[src/rtl/shift_reg_ctrl.sv]
// rtl/shift_reg_ctrl.sv - command sequencer driving a 4-bit universal shift register
//
// Accepts one command per valid/ready handshake (parallel load, rotate left,
// rotate right, no-op). It drives the register mode selects and load data,
// and counts out the required number of rotate cycles. It keeps a shadow copy
// of the expected register contents and pulses DONE for one cycle when a
// command completes.
//
// Optional build macro: SHIFT_CTRL_CHECK_EN
//   defined     - {Q3..Q0} is compared against SHADOW in every DONE cycle.
//                 A difference sets the sticky MISMATCH flag, which stays set
//                 until RST.
//   not defined - Q3..Q0 are ignored and MISMATCH is tied to 0.
//
// Ports:
//   CLK, RST        clock, asynchronous active-high reset
//   CMD_VALID/READY command handshake (READY high only in IDLE)
//   CMD_OP          00 load, 01 rotate left, 10 rotate right, 11 no-op
//   CMD_DATA        load value (bit 3 = MSB)
//   CMD_CNT         rotate step count (0 completes immediately)
//   S1, S0          register mode select: 00 rol, 01 ror, 10 hold, 11 load
//   D3..D0          register parallel-load data
//   Q3..Q0          register outputs (checked only with SHIFT_CTRL_CHECK_EN)
//   SHADOW          expected register contents, {Q3..Q0} order
//   BUSY            high whenever the FSM is not in IDLE
//   DONE            one-cycle completion pulse
//   MISMATCH        sticky check failure flag
module shift_reg_ctrl #(
    parameter int CNT_W = 3
) (
    input  logic             CLK,
    input  logic             RST,
    input  logic             CMD_VALID,
    output logic             CMD_READY,
    input  logic [1:0]       CMD_OP,
    input  logic [3:0]       CMD_DATA,
    input  logic [CNT_W-1:0] CMD_CNT,
    output logic             S1,
    output logic             S0,
    output logic             D3,
    output logic             D2,
    output logic             D1,
    output logic             D0,
    input  logic             Q3,
    input  logic             Q2,
    input  logic             Q1,
    input  logic             Q0,
    output logic [3:0]       SHADOW,
    output logic             BUSY,
    output logic             DONE,
    output logic             MISMATCH
);

    typedef enum logic [1:0] {
        ST_IDLE  = 2'd0,
        ST_LOAD  = 2'd1,
        ST_SHIFT = 2'd2,
        ST_DONE  = 2'd3
    } state_t;

    localparam logic [1:0] OP_LOAD = 2'b00;
    localparam logic [1:0] OP_ROL  = 2'b01;
    localparam logic [1:0] OP_ROR  = 2'b10;
    localparam logic [1:0] OP_NOP  = 2'b11;

    localparam logic [1:0] SEL_ROL  = 2'b00;
    localparam logic [1:0] SEL_ROR  = 2'b01;
    localparam logic [1:0] SEL_HOLD = 2'b10;
    localparam logic [1:0] SEL_LOAD = 2'b11;

    localparam logic [CNT_W-1:0] CNT_ZERO = '0;
    localparam logic [CNT_W-1:0] CNT_ONE  = {{(CNT_W-1){1'b0}}, 1'b1};

    state_t           state_q, state_d;
    logic [1:0]       sel_q, sel_d;
    logic [3:0]       data_q, data_d;
    logic [3:0]       shadow_q, shadow_d;
    logic [CNT_W-1:0] cnt_q, cnt_d;
    logic             done_q, done_d;
    logic             mismatch_q, mismatch_d;

    always_comb begin
        state_d    = state_q;
        sel_d      = sel_q;
        data_d     = data_q;
        shadow_d   = shadow_q;
        cnt_d      = cnt_q;
        done_d     = 1'b0;
        mismatch_d = mismatch_q;

        case (state_q)
            ST_IDLE: begin
                sel_d = SEL_HOLD;
                // CMD_READY is implied by being in IDLE
                if (CMD_VALID) begin
                    case (CMD_OP)
                        OP_LOAD: begin
                            data_d  = CMD_DATA;
                            sel_d   = SEL_LOAD;
                            state_d = ST_LOAD;
                        end
                        OP_ROL, OP_ROR: begin
                            if (CMD_CNT != CNT_ZERO) begin
                                cnt_d   = CMD_CNT;
                                sel_d   = (CMD_OP == OP_ROL) ? SEL_ROL : SEL_ROR;
                                state_d = ST_SHIFT;
                            end else begin
                                state_d = ST_DONE;
                                done_d  = 1'b1;
                            end
                        end
                        default: begin
                            state_d = ST_DONE;
                            done_d  = 1'b1;
                        end
                    endcase
                end
            end

            ST_LOAD: begin
                // The register samples D on this edge, so the shadow follows it
                shadow_d = data_q;
                sel_d    = SEL_HOLD;
                state_d  = ST_DONE;
                done_d   = 1'b1;
            end

            ST_SHIFT: begin
                // sel_q still carries the commanded direction throughout SHIFT
                if (sel_q[0]) begin
                    shadow_d = {shadow_q[0], shadow_q[3:1]};
                end else begin
                    shadow_d = {shadow_q[2:0], shadow_q[3]};
                end
                cnt_d = cnt_q - CNT_ONE;
                if (cnt_q == CNT_ONE) begin
                    sel_d   = SEL_HOLD;
                    state_d = ST_DONE;
                    done_d  = 1'b1;
                end
            end

            ST_DONE: begin
`ifdef SHIFT_CTRL_CHECK_EN
                if ({Q3, Q2, Q1, Q0} != shadow_q) begin
                    mismatch_d = 1'b1;
                end
`endif
                state_d = ST_IDLE;
            end

            default: begin
                state_d = ST_IDLE;
                sel_d   = SEL_HOLD;
            end
        endcase
    end

    always_ff @(posedge CLK or posedge RST) begin
        if (RST) begin
            state_q    <= ST_IDLE;
            sel_q      <= SEL_HOLD;
            data_q     <= 4'b0000;
            shadow_q   <= 4'b0000;
            cnt_q      <= CNT_ZERO;
            done_q     <= 1'b0;
            mismatch_q <= 1'b0;
        end else begin
            state_q    <= state_d;
            sel_q      <= sel_d;
            data_q     <= data_d;
            shadow_q   <= shadow_d;
            cnt_q      <= cnt_d;
            done_q     <= done_d;
            mismatch_q <= mismatch_d;
        end
    end

    assign CMD_READY = (state_q == ST_IDLE);
    assign BUSY      = (state_q != ST_IDLE);
    assign S1        = sel_q[1];
    assign S0        = sel_q[0];
    assign D3        = data_q[3];
    assign D2        = data_q[2];
    assign D1        = data_q[1];
    assign D0        = data_q[0];
    assign SHADOW    = shadow_q;
    assign DONE      = done_q;

`ifdef SHIFT_CTRL_CHECK_EN
    assign MISMATCH = mismatch_q;
`else
    // Without the check the register outputs have no consumer
    logic unused_q;
    logic unused_mismatch;
    assign unused_q        = ^{Q3, Q2, Q1, Q0};
    assign unused_mismatch = mismatch_q;
    assign MISMATCH        = 1'b0;
`endif

endmodule

[config.mk]
export PLATFORM = sky130hd
export DESIGN_NAME = shift_reg_ctrl
export DESIGN_NICKNAME = d
export VERILOG_FILES = /design/src/rtl/shift_reg_ctrl.sv
export SDC_FILE = /design/constraint.sdc
export NUM_CORES = 1
export LEC_CHECK = 0
export ABC_AREA = 1
export BUFFER_PORTS_ARGS = -buffer_cell sky130_fd_sc_hd__buf_2
export CAP_MARGIN = 20
export CORE_MARGIN = 5
export CORE_UTILIZATION = 45
export DETAILED_ROUTE_END_ITERATION = 12
export HOLD_SLACK_MARGIN = 0.15
export PLACE_DENSITY_LB_ADDON = 0.2
export SETUP_SLACK_MARGIN = 0.05
export SLEW_MARGIN = 20
export SYNTH_ARGS = -nofsm -noshare
export SYNTH_HDL_FRONTEND = slang
export SYNTH_SLANG_ARGS = --single-unit
[constraint.sdc]
create_clock -name CLK -period 3.9 [get_ports CLK]
set_input_delay 0.195 -clock CLK [delete_from_list [all_inputs] [get_ports CLK]]
set_output_delay 0.195 -clock CLK [all_outputs]
set_load 0.03 [all_outputs]
After elaboration in Yosys (flattened, before gate mapping)
Index checks and enable logic that the tools add are counted.
{"block": "classes", "n_addsub": 1, "n_eq_ne": 10, "reduce_logical": 12, "n_mux": 22}
{"op": "$mux 2", "count": 5}
{"op": "$mux 3", "count": 3}
{"op": "$pmux 2 s2", "count": 2}
{"op": "$pmux 2 s4", "count": 1}
{"op": "$pmux 4 s2", "count": 1}
{"op": "$eq 2x2->1 const B", "count": 3}
{"op": "$pmux 2 s3", "count": 1}
{"op": "$pmux 3 s2", "count": 1}
{"op": "$reduce_bool 2->1", "count": 3}
{"op": "$reduce_bool 3->1", "count": 2}
{"op": "$mux 1", "count": 5}
{"op": "$eq 2x1->1 const B", "count": 2}
{"op": "$logic_not 2->1", "count": 2}
{"op": "$mux 4", "count": 1}
{"op": "$ne 2x1->1 const B", "count": 2}
{"op": "$ne 2x2->1 const B", "count": 2}
{"op": "$reduce_and 2->1", "count": 2}
{"op": "$reduce_and 4->1", "count": 1}
{"op": "$eq 3x1->1 const B", "count": 1}
{"op": "$pmux 1 s3", "count": 1}
{"op": "$reduce_and 3->1", "count": 1}
{"op": "$sub 3x1->3 const B", "count": 1}
{"op": "$pmux 1 s2", "count": 1}
{"op": "$reduce_or 2->1", "count": 1}
{"block": "word_totals", "output_inout_bits": 14, "ff_bits": 16, "inputBits": 16, "word_cells": 51}

Depth between registers and ports, before layout
{"block": "depth", "depth_word": 6, "ltp_mapped": 8, "ltp_nobuf": 8}

Worst setup path before layout
No wires, ideal clock.
{"block": "synth_timing", "path_type": "register -> register", "from": "register state_q[0]", "to": "register cnt_q[0]", "required_time_ns": 3.783, "stages_incl_launch_ff": 8, "setup_slack_ns": 2.284, "setup_ns": 0.117, "arrival_ns": 1.499, "path_cell_list": "dfrtp_1 -> inv_1 -> ha_1 -> inv_1 -> nand2_1 -> nand2_2 -> nand2_1 -> nand2_1"}
{"block": "synth_between", "elab_chain_len": 3}
{"item": "start: declaration", "line": "74", "source": "state_t state_q, state_d;"}
{"item": "start signal: assignment", "line": "169", "source": "state_q <= state_d;"}
{"item": "$logic_not 2->1 (*)"}
{"item": "named net CMD_READY", "line": "34", "source": "output logic CMD_READY,"}
{"item": "$ne 2x1->1 (no source line) (tied with other cells)"}
{"item": "$reduce_and 4->1 (no source line)"}
{"item": "end signal: assignment", "line": "173", "source": "cnt_q <= cnt_d;"}
{"item": "end: declaration", "line": "78", "source": "logic [CNT_W-1:0] cnt_q, cnt_d;"}
The timed path passes the listed nets; every way through them passes the cells marked *.
A chain may end at the register's enable or synchronous reset.

Final worst setup path
{"block": "layout_timing", "from": "register state_q[0]", "to": "output port BUSY"}
{"block": "layout_between", "elab_chain_len": 1}
{"item": "$reduce_bool 2->1", "line": "180", "source": "assign BUSY = (state_q != ST_IDLE);"}
{"item": "end: declaration", "line": "49", "source": "output logic BUSY,"}
Every way passes these cells.

==> results <==
- The flow ran to the end, and the final reports show no timing, DRC or antenna violations.
- After layout, the worst path uses between 40% and 50% of the clock period.
- The area of the die is approximately 3300 µm².
- The total number of clock tree sinks is 16.
- At the worst endpoint, the arrival time is 1.39 ns.
- The clock transition time at the flip-flop clock pins of the worst setup and hold paths is 0.09 ns.
- The clock tree root buffer cell is sky130_fd_sc_hd__clkbuf_4.
- The Yosys step of the flow raised 0 warnings.
- The type of the worst setup path is flip-flop to output pin.
- In the post-synthesis netlist, the biggest area contributors are sky130_fd_sc_hd__dfrtp_1 (36%), sky130_fd_sc_hd__nand2_1 (13%), sky130_fd_sc_hd__ha_1 (12%), sky130_fd_sc_hd__inv_1 (6.2%), sky130_fd_sc_hd__a21oi_1 (4.9%).
- The worst-path maximum fanout is 6.
- For this run, the detailed router's first-pass iteration total came to 4.
- After detailed routing, the number of remaining DRC violations is 0.
- The worst register-to-register path ends at state_q[0].
- Summing over every cut layer, the via total after detailed routing is 937.
- The row count is 17.
- The sum of net half-perimeters after detailed placement is 1.784 mm.
- Entering global routing, the biggest net connects 17 pins.
- Input and output buffers added on the ports amount to 24.
- The register-to-register setup slack is 2.44 ns.
- CTS built an H-tree with a depth of 1.
- The remaining global-route overflow is 0.
- The post-route netlist has around a fifth of its cells at a drive strength greater than 1.
- The clock period minus worst slack is between 1.5 and 2 ns.
- The count of distinct cell types in the synthesized netlist is 22.
- The number of global-route vias before repair is approximately 900.
- The worst vdd rail ir drop is approximately 0.53 mV.
- The leading cell type in the layout, fill and taps excluded is sky130_fd_sc_hd__nand2_1.
- The clock tree skew after final layout is 0.002404 ns.
- For this run, the post-layout net count is around 190.
- Once the floorplan was initialized, standard cells occupied 47.06% of the core.
- The portion of the post-synthesis area used by sequential elements is between 30 and 40%.
- The layout has between 200 and 250 filler cells.
- The floorplan die height is 57.87 µm.
- Setup repair after global routing left no endpoint under its margin.
- The worst setup path is launched from a flip-flop.
- After routing, the total negative slack on setup checks comes to 0 ns.
- Synthesis inferred 16 register bits.
- The leakage component of the power is about 0.7 nW.
- The layout overhead on the synthesized area is 21.48%.
- Cells fill 57.17% of the core in the end.
- The total area inside the core boundary comes to 2191 µm².
- Setup violations remaining at the end of the flow were counted as 0.
- The diode insertion count for antenna repair is 0.
- The I/O pin count is 30.
- The detail-routed net length per standard cell is 11.40 µm.
- The via density per instance is slightly below 5.
- The maximum operating frequency is 629.0 MHz.
- The number of clock buffers added by TritonCTS is 3.
- The maximum buffer depth of the clock tree is 2.
- The DRC violation total after the first TritonRoute iteration is 25.
- Dividing total power by cell area gives a power density of 839.1 nW/µm².
- The number of antenna violations at the first check in global routing was 0.
- The max-slew violation count was 0.
- The number of cells on the worst reg-to-reg path is 6.
- In this run the mean area of a mapped cell was 7.581 µm².
- The endpoint of the worst hold-timing path is cnt_q[1].
- Summed over all layers, the routed wires come to 2.212 mm.
- The worst setup path is captured at an output pin.
- Along the worst hold path, the cell count comes to 5.
- The multi-input combinational cells in the finished layout cover a total of 533.0 µm².
- The required arrival time at the worst endpoint is around 3.7 ns.
- The global-route total usage across every layer is 13.59%.
- Once detail routing completed, the nets flagged for antenna violations numbered 0.
- The horizontal die dimension is 57.87 µm.
- The total standard cell area after synthesis is about 1000 µm².
- The slew at the pin closest to its max-slew limit is ~0.61 ns.
- The fraction of synthesized cell area taken by the top area cell type is a little over a third.
- The worst pin sits at a relative slew slack of between 50% and 60%.
- Across the whole layout, storage elements account for between 400 and 500 µm².
- TritonCTS built the clock tree.
- Post-CTS timing repair inserted 0 buffers for setup.
- Of all cell types, the one taking the most synthesized area is sky130_fd_sc_hd__dfrtp_1.
- In the layout the commonest cells are sky130_fd_sc_hd__nand2_1 (37), sky130_fd_sc_hd__buf_2 (24), sky130_fd_sc_hd__inv_1 (17).
- Counting every instance in the synthesized netlist gives ~140.
- At the end of routability-driven placement, the weighted congestion stood at approximately 0.8.
- The global-route wire length before repair is approximately 3.6 mm.
- The type of the worst min-delay path is primary input to flip-flop.
- The tool flagged a number of max-cap violations equal to 0.
- The later pin in the worst-skew pair is clocked with a latency of roughly 0.28 ns.
- In this run the critical register-to-register path is launched from state_q[0].
- The number of nets produced by synthesis is 162.
- The count of final hold-check violations is 0.
- The worst hold path begins at CMD_CNT[1].
[layout make-up]
type                       instances  area share, %
clock buffer                       4          2.897
timing repair buffer              29          13.59
tap                               28          2.797
inverter                          20          6.094
sequential                        16          32.07
multi-input combinational         97          42.56
[routing by layer]
| metal | up-vias | GRT usage (%) | part of all wire [%] |
|---|---|---|---|
| met1 | 422 | 17.53 | 48 |
| met5 | - | 0 | 0 |
| met2 | 19 | 22.42 | 47 |
| met4 | 0 | 5.629 | 1.1 |
| li1 | 492 | - | - |
| met3 | 4 | 2.227 | 4.7 |
[synth_stat cells, drive strengths merged]
library cell	number
nor2	12
inv	18
clkbuf	1
o21ai	3
buf	2
a22oi	4
nand3b	1
ha	10
o21bai	1
dfstp	1
nand2	40
clkinv	2
or2	1
conb	1
o211ai	4
a21oi	10
dfrtp	15
nand3	10
[worst max-delay path, cell delays in order (launching register included)]
cell                      delay (ns)
sky130_fd_sc_hd__dfrtp_1        0.42
sky130_fd_sc_hd__inv_1          0.09
sky130_fd_sc_hd__ha_1           0.27
sky130_fd_sc_hd__inv_1          0.13
sky130_fd_sc_hd__buf_2          0.21
[worst max path at each step]
stage | start | end | slack, ns | depth (start not counted)
2_1_floorplan | state_q[0] | cnt_q[0] | 2.28 | 7
3_3_place_gp | state_q[0] | state_q[0] | 2.51 | 6
3_5_place_dp | state_q[0] | state_q[0] | 2.45 | 6
4_1_cts | state_q[0] | BUSY | 2.29 | 4
5_1_grt | state_q[1] | BUSY | 2.20 | 4
6_report | state_q[0] | BUSY | 2.31 | 4
[flip-flops by register name, summed over array words and instances, names as in the netlist]
name     cells
cnt_q        3
SHADOW       4
data_q       4
sel_q        2
state_q      2
DONE         1
[where the power goes]
part / internal [mW] / switching [mW] / leakage (nW)
Combinational: 0.206 / 0.410 / 0.474
Sequential: 0.252 / 0.0741 / 0.195
Clock: 0.0568 / 0.0523 / 0.0210
[metrics by stage]
step	cells	setup slack (ns)	power, mW	hold WS (ns)	instance area (µm²)
after detailed placement	185	2.452	0.9428	0.3048	1166
after global placement	185	2.505	0.9285	0.2996	1166
after global routing	194	2.197	1.149	0.2679	1252
final	194	2.310	1.051	0.2505	1252
after CTS	194	2.294	1.059	0.2434	1252
after floorplan	136	2.284	0.7930	0.1080	1031
[timing repair]
item	CTS	global route
resized for setup	0	0
hold buffers	5	0
hold endpoints to repair	19	0
[cell families (layout without fill, tap and decap cells)]
family                     Yosys count  after routing  synth area share [%]
DFF                                 16             16                 38.96
and+or+nand+nor                     64             64                 26.33
adders and majority gates           10             10                 12.14
buffers and inverters               23             53                 9.342
other                                1              1                0.3637
AOI/OAI and AO/OA                   22             22                 12.86
No activity file was read; power rests on OpenSTA's default activity.
